$ cat config.mk
export PLATFORM = sky130hd
export DESIGN_NAME = mac_tx_arbiter_flat
export DESIGN_NICKNAME = d
export VERILOG_FILES = /design/src/rtl/mac_tx_arbiter_pkg.sv /design/src/rtl/mac_tx_arbiter_if.sv /design/src/rtl/mac_tx_arbiter_rr_pick.sv /design/src/rtl/mac_tx_arbiter.sv /design/src/flat_wrapper.sv
export SDC_FILE = /design/constraint.sdc
export NUM_CORES = 1
export LEC_CHECK = 0
export ABC_CLOCK_PERIOD_IN_PS = 2500
export BUFFER_PORTS_ARGS = -buffer_cell sky130_fd_sc_hd__buf_4
export CELL_PAD_IN_SITES_DETAIL_PLACEMENT = 0
export CELL_PAD_IN_SITES_GLOBAL_PLACEMENT = 1
export CORE_UTILIZATION = 17
export CTS_BUF_LIST = sky130_fd_sc_hd__clkbuf_4 sky130_fd_sc_hd__clkbuf_8
export DETAILED_ROUTE_END_ITERATION = 7
export GPL_ROUTABILITY_DRIVEN = 0
export HOLD_SLACK_MARGIN = 0.15
export PLACE_DENSITY_LB_ADDON = 0.2
export SYNTH_ARGS = -nofsm -noshare
export SYNTH_HDL_FRONTEND = slang
export SYNTH_SLANG_ARGS = --single-unit
$ cat constraint.sdc
create_clock -name i_txc -period 2.5 [get_ports i_txc]
set_input_delay 0.625 -clock i_txc [delete_from_list [all_inputs] [get_ports i_txc]]
set_output_delay 0.625 -clock i_txc [all_outputs]
set_load 0.03 [all_outputs]
$ cat src/rtl/mac_tx_arbiter_pkg.sv
`default_nettype none
// ============================================================================
// Module   : mac_tx_arb_pkg
// Purpose  : Shared types and constants for the MAC transmit arbiter.
//            Holds the arbiter FSM state type, the source-count ceiling,
//            AXI-Stream lane widths and a one-hot to index helper.
// Revision : 1.0 - initial release
// ============================================================================
package mac_tx_arb_pkg;

    localparam int MAX_SOURCES = 8;
    localparam int c_idx_w     = $clog2(MAX_SOURCES);
    localparam int c_data_w    = 64;
    localparam int c_keep_w    = 8;

    typedef enum logic [1:0] {
        ARB  = 2'd0,
        PASS = 2'd1,
        DROP = 2'd2
    } tx_arb_state_t;

    // Index of the set bit of a one-hot vector; 0 when no bit is set.
    function automatic logic [c_idx_w-1:0] onehot_to_idx(input logic [MAX_SOURCES-1:0] oh);
        logic [c_idx_w-1:0] idx;
        idx = '0;
        for (int i = 0; i < MAX_SOURCES; i++) begin
            if (oh[i]) begin
                idx = c_idx_w'(i);
            end
        end
        return idx;
    endfunction

endpackage
`default_nettype wire

$ cat src/rtl/mac_tx_arbiter_if.sv
`default_nettype none
// ============================================================================
// Module   : mac_tx_arbiter_if
// Purpose  : AXI-Stream bundle around the transmit arbiter: NUM_SOURCES
//            packed user streams on the s_axis side (source n on lanes
//            [n*64 +: 64] / [n*8 +: 8] / [n]) and the single m00_axis
//            stream toward the MAC.
// Modports : slave  - the arbiter (consumes s_axis, drives m00_axis)
//            master - the environment (drives s_axis, consumes m00_axis)
// Revision : 1.0 - initial release
// ============================================================================
interface mac_tx_arbiter_if #(
    parameter int NUM_SOURCES = 2
);
    import mac_tx_arb_pkg::*;

    logic [NUM_SOURCES*c_data_w-1:0] s_axis_tdata;
    logic [NUM_SOURCES*c_keep_w-1:0] s_axis_tkeep;
    logic [NUM_SOURCES-1:0]          s_axis_tvalid;
    logic [NUM_SOURCES-1:0]          s_axis_tlast;
    logic [NUM_SOURCES-1:0]          s_axis_tready;

    logic [c_data_w-1:0]             m00_axis_tdata;
    logic [c_keep_w-1:0]             m00_axis_tkeep;
    logic                            m00_axis_tvalid;
    logic                            m00_axis_tlast;
    logic                            m00_axis_tready;

    modport slave (
        input  s_axis_tdata, s_axis_tkeep, s_axis_tvalid, s_axis_tlast,
        output s_axis_tready,
        output m00_axis_tdata, m00_axis_tkeep, m00_axis_tvalid, m00_axis_tlast,
        input  m00_axis_tready
    );

    modport master (
        output s_axis_tdata, s_axis_tkeep, s_axis_tvalid, s_axis_tlast,
        input  s_axis_tready,
        input  m00_axis_tdata, m00_axis_tkeep, m00_axis_tvalid, m00_axis_tlast,
        output m00_axis_tready
    );

endinterface
`default_nettype wire

$ cat src/rtl/mac_tx_arbiter_rr_pick.sv
`default_nettype none
// ============================================================================
// Module   : rr_pick
// Purpose  : Combinational round-robin selector. Searches the request
//            vector upward from last_grant+1 (wrapping modulo NUM_SOURCES)
//            and returns the first requester as a one-hot vector.
// Ports    : i_req        - request vector
//            i_last_grant - index of the previous winner
//            o_grant      - one-hot winner (all zeros when no request)
//            o_valid      - a winner exists
// Revision : 1.0 - initial release
// ============================================================================
module rr_pick
    import mac_tx_arb_pkg::*;
#(
    parameter int NUM_SOURCES = 2
) (
    input  logic [NUM_SOURCES-1:0] i_req,
    input  logic [c_idx_w-1:0]     i_last_grant,
    output logic [NUM_SOURCES-1:0] o_grant,
    output logic                   o_valid
);

    logic w_found;

    // Offset 1..NUM_SOURCES from the last winner; the last winner itself is
    // visited last so it only wins again when nobody else is asking.
    always_comb begin
        o_grant = '0;
        w_found = 1'b0;
        for (int i = 1; i <= NUM_SOURCES; i++) begin
            for (int j = 0; j < NUM_SOURCES; j++) begin
                if (!w_found && i_req[j] &&
                    (j == ((int'(i_last_grant) + i) % NUM_SOURCES))) begin
                    o_grant[j] = 1'b1;
                    w_found    = 1'b1;
                end
            end
        end
    end

    assign o_valid = w_found;

endmodule
`default_nettype wire

$ cat src/rtl/mac_tx_arbiter.sv
`default_nettype none
// ============================================================================
// Module   : mac_tx_arbiter
// Purpose  : Packet-granular round-robin arbiter sharing the MAC transmit
//            AXI-Stream port between NUM_SOURCES user streams (i_txc domain).
//            A grant is held from the first beat to the tlast handshake.
//            When the granted source runs dry mid-packet while the MAC is
//            ready, the MAC aborts the frame; the arbiter pulses o_underrun
//            and swallows the rest of that packet so it never reaches the
//            MAC as a bogus new frame.
// Ports    : i_txc      - transmit clock
//            i_reset    - synchronous active-high reset
//            bus        - s_axis sources / m00_axis MAC stream (slave view)
//            o_grant    - one-hot current owner, zero when idle
//            o_underrun - single-cycle underrun pulse
//            o_pkt_count, o_drop_count - only with MAC_TX_ARB_STATS_EN
// Config   : `define MAC_TX_ARB_STATS_EN adds the packet/drop counters.
// Revision : 1.0 - initial release
// ============================================================================
module mac_tx_arbiter
    import mac_tx_arb_pkg::*;
#(
    parameter int NUM_SOURCES = 2
) (
    input  logic                   i_txc,
    input  logic                   i_reset,
    mac_tx_arbiter_if.slave        bus,
    output logic [NUM_SOURCES-1:0] o_grant,
    output logic                   o_underrun
`ifdef MAC_TX_ARB_STATS_EN
    ,
    output logic [31:0]            o_pkt_count,
    output logic [15:0]            o_drop_count
`endif
);

    tx_arb_state_t          r_state;
    tx_arb_state_t          w_next_state;
    logic [NUM_SOURCES-1:0] r_grant;
    logic [NUM_SOURCES-1:0] w_next_grant;
    logic [c_idx_w-1:0]     r_last_grant;
    logic [c_idx_w-1:0]     w_next_last_grant;
    logic                   r_mid_pkt;
    logic                   w_next_mid_pkt;

    logic [NUM_SOURCES-1:0] w_pick_grant;
    logic                   w_pick_valid;

    logic [c_data_w-1:0]    w_sel_data;
    logic [c_keep_w-1:0]    w_sel_keep;
    logic                   w_sel_valid;
    logic                   w_sel_last;
    logic                   w_xfer;
    logic                   w_underrun;

    rr_pick #(
        .NUM_SOURCES (NUM_SOURCES)
    ) u_rr_pick (
        .i_req        (bus.s_axis_tvalid),
        .i_last_grant (r_last_grant),
        .o_grant      (w_pick_grant),
        .o_valid      (w_pick_valid)
    );

    // AND-OR mux over the one-hot grant; yields zeros when nothing is granted.
    always_comb begin
        w_sel_data  = '0;
        w_sel_keep  = '0;
        w_sel_valid = 1'b0;
        w_sel_last  = 1'b0;
        for (int n = 0; n < NUM_SOURCES; n++) begin
            if (r_grant[n]) begin
                w_sel_data  = w_sel_data  | bus.s_axis_tdata[n*c_data_w +: c_data_w];
                w_sel_keep  = w_sel_keep  | bus.s_axis_tkeep[n*c_keep_w +: c_keep_w];
                w_sel_valid = w_sel_valid | bus.s_axis_tvalid[n];
                w_sel_last  = w_sel_last  | bus.s_axis_tlast[n];
            end
        end
    end

    assign w_xfer = (r_state == PASS) && w_sel_valid && bus.m00_axis_tready;

    // The MAC only sees the granted stream while passing; in DROP the owner
    // is drained with tready held high and nothing is forwarded.
    always_comb begin
        bus.m00_axis_tvalid = 1'b0;
        bus.m00_axis_tdata  = '0;
        bus.m00_axis_tkeep  = '0;
        bus.m00_axis_tlast  = 1'b0;
        bus.s_axis_tready   = '0;
        case (r_state)
            PASS: begin
                bus.m00_axis_tvalid = w_sel_valid;
                bus.m00_axis_tdata  = w_sel_data;
                bus.m00_axis_tkeep  = w_sel_keep;
                bus.m00_axis_tlast  = w_sel_last;
                bus.s_axis_tready   = r_grant & {NUM_SOURCES{bus.m00_axis_tready}};
            end
            DROP: begin
                bus.s_axis_tready   = r_grant;
            end
            default: begin
            end
        endcase
    end

    always_comb begin
        w_next_state      = r_state;
        w_next_grant      = r_grant;
        w_next_last_grant = r_last_grant;
        w_next_mid_pkt    = r_mid_pkt;
        w_underrun        = 1'b0;
        case (r_state)
            ARB: begin
                if (w_pick_valid) begin
                    w_next_grant      = w_pick_grant;
                    w_next_last_grant = onehot_to_idx(MAX_SOURCES'(w_pick_grant));
                    w_next_mid_pkt    = 1'b0;
                    w_next_state      = PASS;
                end
            end
            PASS: begin
                if (w_xfer) begin
                    w_next_mid_pkt = 1'b1;
                    if (w_sel_last) begin
                        w_next_grant = '0;
                        w_next_state = ARB;
                    end
                end else if (r_mid_pkt && bus.m00_axis_tready && !w_sel_valid) begin
                    // Source ran dry while the MAC was ready: frame is lost.
                    // A stall (MAC tready low) with tvalid low is harmless.
                    w_underrun   = 1'b1;
                    w_next_state = DROP;
                end
            end
            DROP: begin
                if (w_sel_valid && w_sel_last) begin
                    w_next_grant = '0;
                    w_next_state = ARB;
                end
            end
            default: begin
                w_next_grant = '0;
                w_next_state = ARB;
            end
        endcase
    end

    always_ff @(posedge i_txc) begin
        if (i_reset) begin
            r_state      <= ARB;
            r_grant      <= '0;
            r_last_grant <= c_idx_w'(NUM_SOURCES - 1);
            r_mid_pkt    <= 1'b0;
        end else begin
            r_state      <= w_next_state;
            r_grant      <= w_next_grant;
            r_last_grant <= w_next_last_grant;
            r_mid_pkt    <= w_next_mid_pkt;
        end
    end

    assign o_grant    = r_grant;
    assign o_underrun = w_underrun;

`ifdef MAC_TX_ARB_STATS_EN
    logic [31:0] r_pkt_count;
    logic [15:0] r_drop_count;
    logic        w_pkt_done;

    assign w_pkt_done = w_xfer && w_sel_last;

    always_ff @(posedge i_txc) begin
        if (i_reset) begin
            r_pkt_count  <= '0;
            r_drop_count <= '0;
        end else begin
            if (w_pkt_done) begin
                r_pkt_count <= r_pkt_count + 32'd1;
            end
            if (w_underrun) begin
                r_drop_count <= r_drop_count + 16'd1;
            end
        end
    end

    assign o_pkt_count  = r_pkt_count;
    assign o_drop_count = r_drop_count;
`endif

endmodule
`default_nettype wire

$ cat src/flat_wrapper.sv
// flat-port wrapper written by rule: the top's interface ports become plain ports
module mac_tx_arbiter_flat import mac_tx_arb_pkg::*;
#(
    parameter int NUM_SOURCES = 2
)
  (i_txc, i_reset, o_grant, o_underrun, bus_s_axis_tdata, bus_s_axis_tkeep, bus_s_axis_tvalid, bus_s_axis_tlast, bus_s_axis_tready, bus_m00_axis_tdata, bus_m00_axis_tkeep, bus_m00_axis_tvalid, bus_m00_axis_tlast, bus_m00_axis_tready);
  mac_tx_arbiter_if #(.NUM_SOURCES(NUM_SOURCES)) bus_i ();
  input  logic i_txc;
  input  logic i_reset;
  output logic [NUM_SOURCES-1:0] o_grant;
  output logic o_underrun;
  input wire logic [$bits(bus_i.s_axis_tdata)-1:0] bus_s_axis_tdata;
  input wire logic [$bits(bus_i.s_axis_tkeep)-1:0] bus_s_axis_tkeep;
  input wire logic [$bits(bus_i.s_axis_tvalid)-1:0] bus_s_axis_tvalid;
  input wire logic [$bits(bus_i.s_axis_tlast)-1:0] bus_s_axis_tlast;
  output wire logic [$bits(bus_i.s_axis_tready)-1:0] bus_s_axis_tready;
  output wire logic [$bits(bus_i.m00_axis_tdata)-1:0] bus_m00_axis_tdata;
  output wire logic [$bits(bus_i.m00_axis_tkeep)-1:0] bus_m00_axis_tkeep;
  output wire logic [$bits(bus_i.m00_axis_tvalid)-1:0] bus_m00_axis_tvalid;
  output wire logic [$bits(bus_i.m00_axis_tlast)-1:0] bus_m00_axis_tlast;
  input wire logic [$bits(bus_i.m00_axis_tready)-1:0] bus_m00_axis_tready;
  assign bus_i.s_axis_tdata = bus_s_axis_tdata;
  assign bus_i.s_axis_tkeep = bus_s_axis_tkeep;
  assign bus_i.s_axis_tvalid = bus_s_axis_tvalid;
  assign bus_i.s_axis_tlast = bus_s_axis_tlast;
  assign bus_s_axis_tready = bus_i.s_axis_tready;
  assign bus_m00_axis_tdata = bus_i.m00_axis_tdata;
  assign bus_m00_axis_tkeep = bus_i.m00_axis_tkeep;
  assign bus_m00_axis_tvalid = bus_i.m00_axis_tvalid;
  assign bus_m00_axis_tlast = bus_i.m00_axis_tlast;
  assign bus_i.m00_axis_tready = bus_m00_axis_tready;
  mac_tx_arbiter #(.NUM_SOURCES(NUM_SOURCES)) u_core (.i_txc(i_txc), .i_reset(i_reset), .bus(bus_i), .o_grant(o_grant), .o_underrun(o_underrun));
endmodule
==> metrics, run 1 <==
result of the run=finished clean; Max-Slew Margin vs Limit=0.666; shortest period the worst path allows=roughly 2.3 ns; global route total overflow=0; clock tree buffer depth=2; Worst setup startpoint=u_core.r_state[1]; clock tree from TritonCTS=done; count of pins over their slew limit=0; switching power as a share of total power=0.500; Worst-path clk slew=0.04 ns; start point of the worst hold path=u_core.r_state[1]; arrival time at the worst endpoint=about 1.7 ns; routed wirelength normalized by instance count=14.0 um; worst hold path type=flip-flop to flip-flop; Total Neg Setup Slack=0 ns; largest clock skew in the final design=0.000443 ns; startpoint types=flip-flop; proportion of layout cells with a drive suffix above 1=0.556; DRT iter0 DRCs=a little under 100; post-CTS setup buffers=0; biggest area contributors in the synthesized netlist=sky130_fd_sc_hd__a22oi_1 (36%), sky130_fd_sc_hd__nor2b_1 (31%), sky130_fd_sc_hd__dfxtp_1 (7.8%), sky130_fd_sc_hd__clkbuf_1 (4.6%), sky130_fd_sc_hd__ha_1 (2.4%); sum of routed wire length over all layers=between 7000 and 8000 um; effective utilization at floorplan=0.176; sequential cell fraction of total power=0.070; DRC violations left=0; Warnings, synthesis=0; area of all placed cells without fillers=about 3400 um^2; total nets after synthesis=between 300 and 400; critical path peak fanout=49; CTS resizes=0; hold path cells=2; Core Box Area=8720 um^2; net total in the final layout=~600; synthesis-to-layout area growth=121%; vias in the first global route=2470; quantity of I/O buffers inserted on ports=between 200 and 250; final worst-path cycle share=0.917; required time of the critical path=1.88 ns; transition time at the pin with the least slew margin=0.500 ns; total number of placement rows=34; clock latency at the later pin of the worst-skew pair=about 0.22 ns; Horiz. Die Dim=around 97 um; Int Pwr=between 1000 and 1500 uW; setup repair after global routing missed its margin=no; fraction of synthesized cell area taken by the top area cell type=0.357; Antenna Diode Count=0; Total Routing Usage GR=0.149; first-pass iteration count of the detailed router=4; number of nets with antenna violations after detailed routing=0; worst vdd rail ir drop=roughly 0.24 mV; number of instances in the synthesized netlist=about 220; detailed placement HPWL=about 6000 um; vertical extent of the die=between 90 and 100 um; part of the Yosys area used for sequential elements=0.0782; pin count of the biggest net entering global routing=59; placed cell area=3360 um^2; routed via count divided by cell count=between 4 and 5; Top-Level Pins=between 200 and 250; Pwr per Cell Area=620 nW/um^2; number of buffers added by the clock tree synthesis step=3; Worst Path Class, Setup=flip-flop to output port; final number of setup-violating endpoints=0; initial antenna violation count=0; wire length of the first global-routing pass=between 10000 and 15000 um; Gate power share=0.862; combined area of all synthesized cells=1540 um^2; quantity of hold-fixing buffers added after cts=0; Avg Synthesized Cell Area=6.86 um^2; register bit count reported by yosys=6; count of different cell masters after synthesis=29; startpoint of the most critical register-to-register path=u_core.o_grant[0]; switching power=~1100 uW; cell depth of the worst flop-to-flop path=6; leading area contributor after synthesis=sky130_fd_sc_hd__a22oi_1; endpoint class of the critical path=output port; fraction of the core area covered by cells at the end of the flow=0.390; CTS Root Buffer Type=sky130_fd_sc_hd__clkbuf_8; Final Hold Fails=0; number of clock sinks=6; Die Area=~9400 um^2; f_max=436 MHz; clock share of power=0.068; maxcap violations=0; CTS H-Tree Depth=1; total via count after detailed routing=2543; leak pwr=approximately 0.0015 uW
## metal layers
metal  track usage  up-vias  part of all wire
li1              -     1257                 -
met1         0.166     1117              0.38
met2         0.284      161              0.51
met3        0.0388        8             0.097
met4        0.0218        0            0.0097
met5             0        -                 0
## cells in the final DEF (no fill, tap or decap), types with 2 or more instances in the layout
| master | n |
|---|---|
| sky130_fd_sc_hd__inv_1 | 5 |
| sky130_fd_sc_hd__o21ai_0 | 5 |
| sky130_fd_sc_hd__dfxtp_2 | 2 |
| sky130_fd_sc_hd__a22oi_1 | 73 |
| sky130_fd_sc_hd__and3_1 | 3 |
| sky130_fd_sc_hd__nor2_1 | 4 |
| sky130_fd_sc_hd__nand2_1 | 2 |
| sky130_fd_sc_hd__dfxtp_1 | 4 |
| sky130_fd_sc_hd__nor3b_1 | 2 |
| sky130_fd_sc_hd__o41ai_1 | 2 |
| sky130_fd_sc_hd__buf_4 | 234 |
| sky130_fd_sc_hd__nor3_1 | 2 |
| sky130_fd_sc_hd__ha_1 | 2 |
| sky130_fd_sc_hd__nor2b_1 | 76 |
| sky130_fd_sc_hd__clkbuf_8 | 3 |
| sky130_fd_sc_hd__a21oi_1 | 3 |
## power by group through the flow
| stage | Clock [uW] | Sequential [uW] | Combinational (uW) |
|---|---|---|---|
| CTS | 150 | 148 | 1840 |
| global placement | 0 | 148 | 1820 |
| floorplan | 0 | 167 | 1180 |
| finish | 143 | 147 | 1820 |
| detailed placement | 0 | 149 | 1830 |
| global route | 155 | 151 | 1960 |
## stage by stage
step                      hold slack, ns  cells  total power (uW)  worst slack, ns
after global routing               0.529    545              2270           0.0493
after global placement             0.485    542              1970            0.436
final                              0.496    545              2110            0.207
after CTS                          0.506    545              2140            0.175
after detailed placement           0.498    542              1980            0.436
after floorplan                    0.466    224              1350            0.142
## cells by family after synthesis
group | Yosys count | share of synthesized area
buffers and inverters | 30 | 0.0749
AOI/OAI and AO/OA | 91 | 0.445
and+or+nand+nor | 94 | 0.378
adders and majority gates | 3 | 0.0244
DFF | 6 | 0.0782
## path summary, 6_finish.rpt
kind                                              end  slack (ns)
worst max-delay path            bus_m00_axis_tkeep[7]        0.21
worst min-delay path                u_core.r_state[1]        0.50
worst max register to register      u_core.r_state[0]        0.53
worst min register to register      u_core.r_state[1]        0.50
## synthesized netlist by cell type
| library cell | number |
|---|---|
| sky130_fd_sc_hd__a211o_1 | 1 |
| sky130_fd_sc_hd__a211oi_1 | 1 |
| sky130_fd_sc_hd__a21bo_1 | 1 |
| sky130_fd_sc_hd__a21oi_1 | 3 |
| sky130_fd_sc_hd__a221oi_2 | 1 |
| sky130_fd_sc_hd__a22o_1 | 1 |
| sky130_fd_sc_hd__a22oi_1 | 73 |
| sky130_fd_sc_hd__a22oi_2 | 1 |
| sky130_fd_sc_hd__a311oi_1 | 1 |
| sky130_fd_sc_hd__a31oi_1 | 1 |
| sky130_fd_sc_hd__and2_1 | 1 |
| sky130_fd_sc_hd__and2b_1 | 1 |
| sky130_fd_sc_hd__and3_1 | 3 |
| sky130_fd_sc_hd__buf_1 | 4 |
| sky130_fd_sc_hd__buf_2 | 2 |
| sky130_fd_sc_hd__clkbuf_1 | 19 |
| sky130_fd_sc_hd__dfxtp_1 | 6 |
| sky130_fd_sc_hd__ha_1 | 3 |
| sky130_fd_sc_hd__inv_1 | 5 |
| sky130_fd_sc_hd__nand2_1 | 2 |
| sky130_fd_sc_hd__nand3_1 | 1 |
| sky130_fd_sc_hd__nand4bb_1 | 1 |
| sky130_fd_sc_hd__nor2_1 | 4 |
| sky130_fd_sc_hd__nor2b_1 | 76 |
| sky130_fd_sc_hd__nor3_1 | 2 |
| sky130_fd_sc_hd__nor3b_1 | 2 |
| sky130_fd_sc_hd__o21ai_0 | 5 |
| sky130_fd_sc_hd__o41ai_1 | 2 |
| sky130_fd_sc_hd__or3b_1 | 1 |
## worst max-delay path, cell delays in order (launching register included)
cell and delay, ns:
sky130_fd_sc_hd__dfxtp_1 0.31, sky130_fd_sc_hd__inv_1 0.08, sky130_fd_sc_hd__ha_2 0.28, sky130_fd_sc_hd__buf_4 0.38, sky130_fd_sc_hd__nor2b_1 0.20, sky130_fd_sc_hd__buf_4 0.17
## state kept, by name (all words and copies together), names as in the netlist
name	flops
u_core.o_grant	2
u_core.r_state	2
u_core.r_last_grant	1
u_core.r_mid_pkt	1
## final cells by class
cell class	count	area, um^2
clock buffers	3	41.3
fillers	917	5320
inverters	5	18.8
multi-input cells	188	1300
flip-flops and latches	6	123
well taps	108	135
repair buffers	235	1780
Power figures use the tool's default switching activity.
==> run 2, diff against run 1 <==
--- a/config.mk
+++ b/config.mk
@@ -5,14 +5,15 @@
 export SDC_FILE = /design/constraint.sdc
 export NUM_CORES = 1
 export LEC_CHECK = 0
-export ABC_CLOCK_PERIOD_IN_PS = 2500
+export ABC_CLOCK_PERIOD_IN_PS = 2770
 export BUFFER_PORTS_ARGS = -buffer_cell sky130_fd_sc_hd__buf_4
 export CELL_PAD_IN_SITES_DETAIL_PLACEMENT = 0
 export CELL_PAD_IN_SITES_GLOBAL_PLACEMENT = 1
-export CORE_UTILIZATION = 17
+export CORE_UTILIZATION = 19
 export CTS_BUF_LIST = sky130_fd_sc_hd__clkbuf_4 sky130_fd_sc_hd__clkbuf_8
 export DETAILED_ROUTE_END_ITERATION = 7
 export GPL_ROUTABILITY_DRIVEN = 0
+export GPL_TIMING_DRIVEN = 0
 export HOLD_SLACK_MARGIN = 0.15
 export PLACE_DENSITY_LB_ADDON = 0.2
 export SYNTH_ARGS = -nofsm -noshare
==> constraint.sdc (replaced) <==
create_clock -name i_txc -period 2.77 [get_ports i_txc]
set_input_delay 0.6925 -clock i_txc [delete_from_list [all_inputs] [get_ports i_txc]]
set_output_delay 0.6925 -clock i_txc [all_outputs]
set_load 0.03 [all_outputs]
==> run 2 against run 1 <==
  * Worst hold slack got worse by 0.0022 ns
  * First-iteration DRC count is 56% lower
  * Sequential share of layout area fell by 0.10 points
  * Clock-buffer cell count unchanged
  * Register-to-register slack better by 0.31 ns
  * Design area grew 0.77%
  * Critical path type unchanged
  * Largest power group unchanged
  * Highest routed layer unchanged
==> metrics, run 2 (same netlist as run 1, synthesis figures left out) <==
Worst Setup Slack, final=0.136 ns (-0.0707 ns); quantity of I/O buffers inserted on ports=228 (-0.44%); Total Neg Setup Slack=0 ns (unchanged); largest clock skew in the final design=0.00375 ns (+0.00331 ns); global routing met3 resource utilization=0.0439 (+0.00510); Total Power=1940 uW (-7.8%); Max-Slew Margin vs Limit=0.690 (+0.0244); Pwr per Cell Area=568 nW/um^2 (-8.5%); count of fill cells added during filler insertion=800 (-13%); critical path peak fanout=10 (-80%); met2 usage=0.355 (+0.0707); Worst Path Class, Setup=flip-flop to output port; CTS H-Tree Depth=1 (unchanged); CTS Root Buffer Type=sky130_fd_sc_hd__clkbuf_8; total via count after detailed routing=2662 (+4.7%); clock share of power=0.068 (about the same); vertical extent of the die=91.9 um (-5.3%); routed wirelength normalized by instance count=14.7 um (+5.0%); pin count of the biggest net entering global routing=11 (-81%); wire length of the first global-routing pass=12400 um (+5.3%); net total in the final layout=611 (+3.0%); Int Pwr=958 uW (-9.1%); f_max=approximately 380 MHz; worst vdd rail ir drop=0.244 mV (-0.22%); routed via count divided by cell count=4.78 (+2.4%); global routing met1 resource utilization=0.194 (+0.0279); final number of setup-violating endpoints=0 (unchanged); number of clock sinks=6 (unchanged); DRC violations left=0 (unchanged); startpoint types=flip-flop; required time of the critical path=2.08 ns (+0.20 ns); Total Routing Usage GR=0.180 (+0.0317); number of nets with antenna violations after detailed routing=0 (unchanged); detailed placement HPWL=6840 um (+14%); worst hold path type=flip-flop to flip-flop; first-pass iteration count of the detailed router=4 (unchanged); switching power as a share of total power=0.507 (+0.00740); multi-input logic area=1300 um^2 (-0.19%); switching power=985 uW (-6.4%); proportion of layout cells with a drive suffix above 1=0.530 (-0.0264); clock tree buffer depth=2 (unchanged); Gate power share=0.861 (about the same); clock tree from TritonCTS=done; total number of placement rows=32 (-5.9%); vias in the first global route=2617 (+6.0%); Core Box Area=7770 um^2 (-11%); Top-Level Pins=230 (unchanged); endpoint class of the critical path=output port; Worst-path clk slew=0.04 ns (about the same); Antenna Diode Count=0 (unchanged); Final Hold Fails=0 (unchanged); synthesis-to-layout area growth=123%; commonest non-fill, non-tap cell in the layout=sky130_fd_sc_hd__buf_4; clock latency at the later pin of the worst-skew pair=0.22 ns (about the same); pre-CTS setup slack=0.125 ns (-0.311 ns); global route total overflow=0 (unchanged); number of buffers added by the clock tree synthesis step=3 (unchanged); Horiz. Die Dim=91.9 um (-5.3%); commonest cells after routing, fill and taps aside=sky130_fd_sc_hd__buf_4 (228), sky130_fd_sc_hd__nor2b_1 (76), sky130_fd_sc_hd__a22oi_1 (73); leak pwr=0.00155 uW (+1.2%); sequential cell area in the final layout=120 um^2 (-2.0%); DRT iter0 DRCs=44 (-56%); arrival time at the worst endpoint=1.94 ns (+0.27 ns); sequential cell fraction of total power=0.071 (about the same); result of the run=finished clean; initial antenna violation count=0 (unchanged); setup repair after global routing missed its margin=yes; Die Area=8450 um^2 (-10%); shortest period the worst path allows=between 2 and 3 ns; GR peak layer=met2; effective utilization at floorplan=0.198 (+0.0216); maxcap violations=0 (unchanged); count of pins over their slew limit=0 (unchanged); final worst-path cycle share=0.951; sum of routed wire length over all layers=8180 um (+7.3%); transition time at the pin with the least slew margin=0.462 ns (-0.0386 ns)
-- run 2: cell types whose count changed in the layout (fill, tap and decap cells not counted) --
cell	before	now
sky130_fd_sc_hd__clkbuf_1	0	13
sky130_fd_sc_hd__buf_4	234	228
sky130_fd_sc_hd__clkbuf_2	0	6
sky130_fd_sc_hd__buf_1	0	4
sky130_fd_sc_hd__buf_2	0	2
sky130_fd_sc_hd__dfxtp_1	4	6
sky130_fd_sc_hd__dfxtp_2	2	0
sky130_fd_sc_hd__buf_12	1	0
sky130_fd_sc_hd__ha_1	2	3
sky130_fd_sc_hd__ha_2	1	0
-- run 2: metal layers --
| metal | routed length (um) | part of all wire |
|---|---|---|
| met3 | 735 | 0.090 |
| met5 | 0 | 0 |
| met2 | 4350 | 0.53 |
| met4 | 90 | 0.011 |
| met1 | 3010 | 0.37 |
-- run 2: timing repair --
item                                    CTS  global route
endpoints found under the setup margin   50            37
hold buffers                              0             0
gates cloned                              0             0
buffers inserted                          0             0
resized for setup                         3             6
-- run 2: critical path, stage by stage, from the launching register on --
cell                       delay [ns]
sky130_fd_sc_hd__dfxtp_1         0.31
sky130_fd_sc_hd__inv_1           0.08
sky130_fd_sc_hd__ha_1            0.33
sky130_fd_sc_hd__clkbuf_2        0.30
sky130_fd_sc_hd__clkbuf_1        0.30
sky130_fd_sc_hd__nor2b_1         0.21
sky130_fd_sc_hd__buf_4           0.18
-- run 2: power groups by stage --
stage	clock network [uW]	registers (uW)	logic [uW]
floorplan	0	150	1070
global placement	0	139	1660
detailed placement	0	139	1680
CTS	137	138	1690
global route	143	143	1830
finish	133	138	1670
-- run 2: final cells by class --
class | count | area share
Buffer | 25 | 0.0303
Clock buffer | 3 | 0.0121
Inverter | 5 | 0.00548
Multi-Input combinational cell | 188 | 0.380
Sequential cell | 6 | 0.0351
Tap cell | 102 | 0.0373
Timing Repair Buffer | 228 | 0.500
-- run 2: path summary, 6_finish.rpt --
path,startpoint,end,slack (ns),depth (start not counted)
min reg2reg,u_core.r_state[1],u_core.r_state[1],0.49,2
max reg2reg,u_core.r_state[1],u_core.r_state[0],0.84,7
max,u_core.r_state[1],bus_m00_axis_tdata[49],0.14,6
min,u_core.r_state[1],u_core.r_state[1],0.49,2
-- run 2: metrics by stage --
stage | hold WS [ns] | utilization | cell area [um^2] | std cells
global route | 0.517 | 0.441 | 3420 | 557
finish | 0.494 | 0.441 | 3420 | 557
floorplan | 0.466 | - | 1540 | 224
global placement | 0.484 | 0.435 | 3380 | 554
CTS | 0.495 | 0.440 | 3420 | 557
detailed placement | 0.489 | 0.435 | 3380 | 554
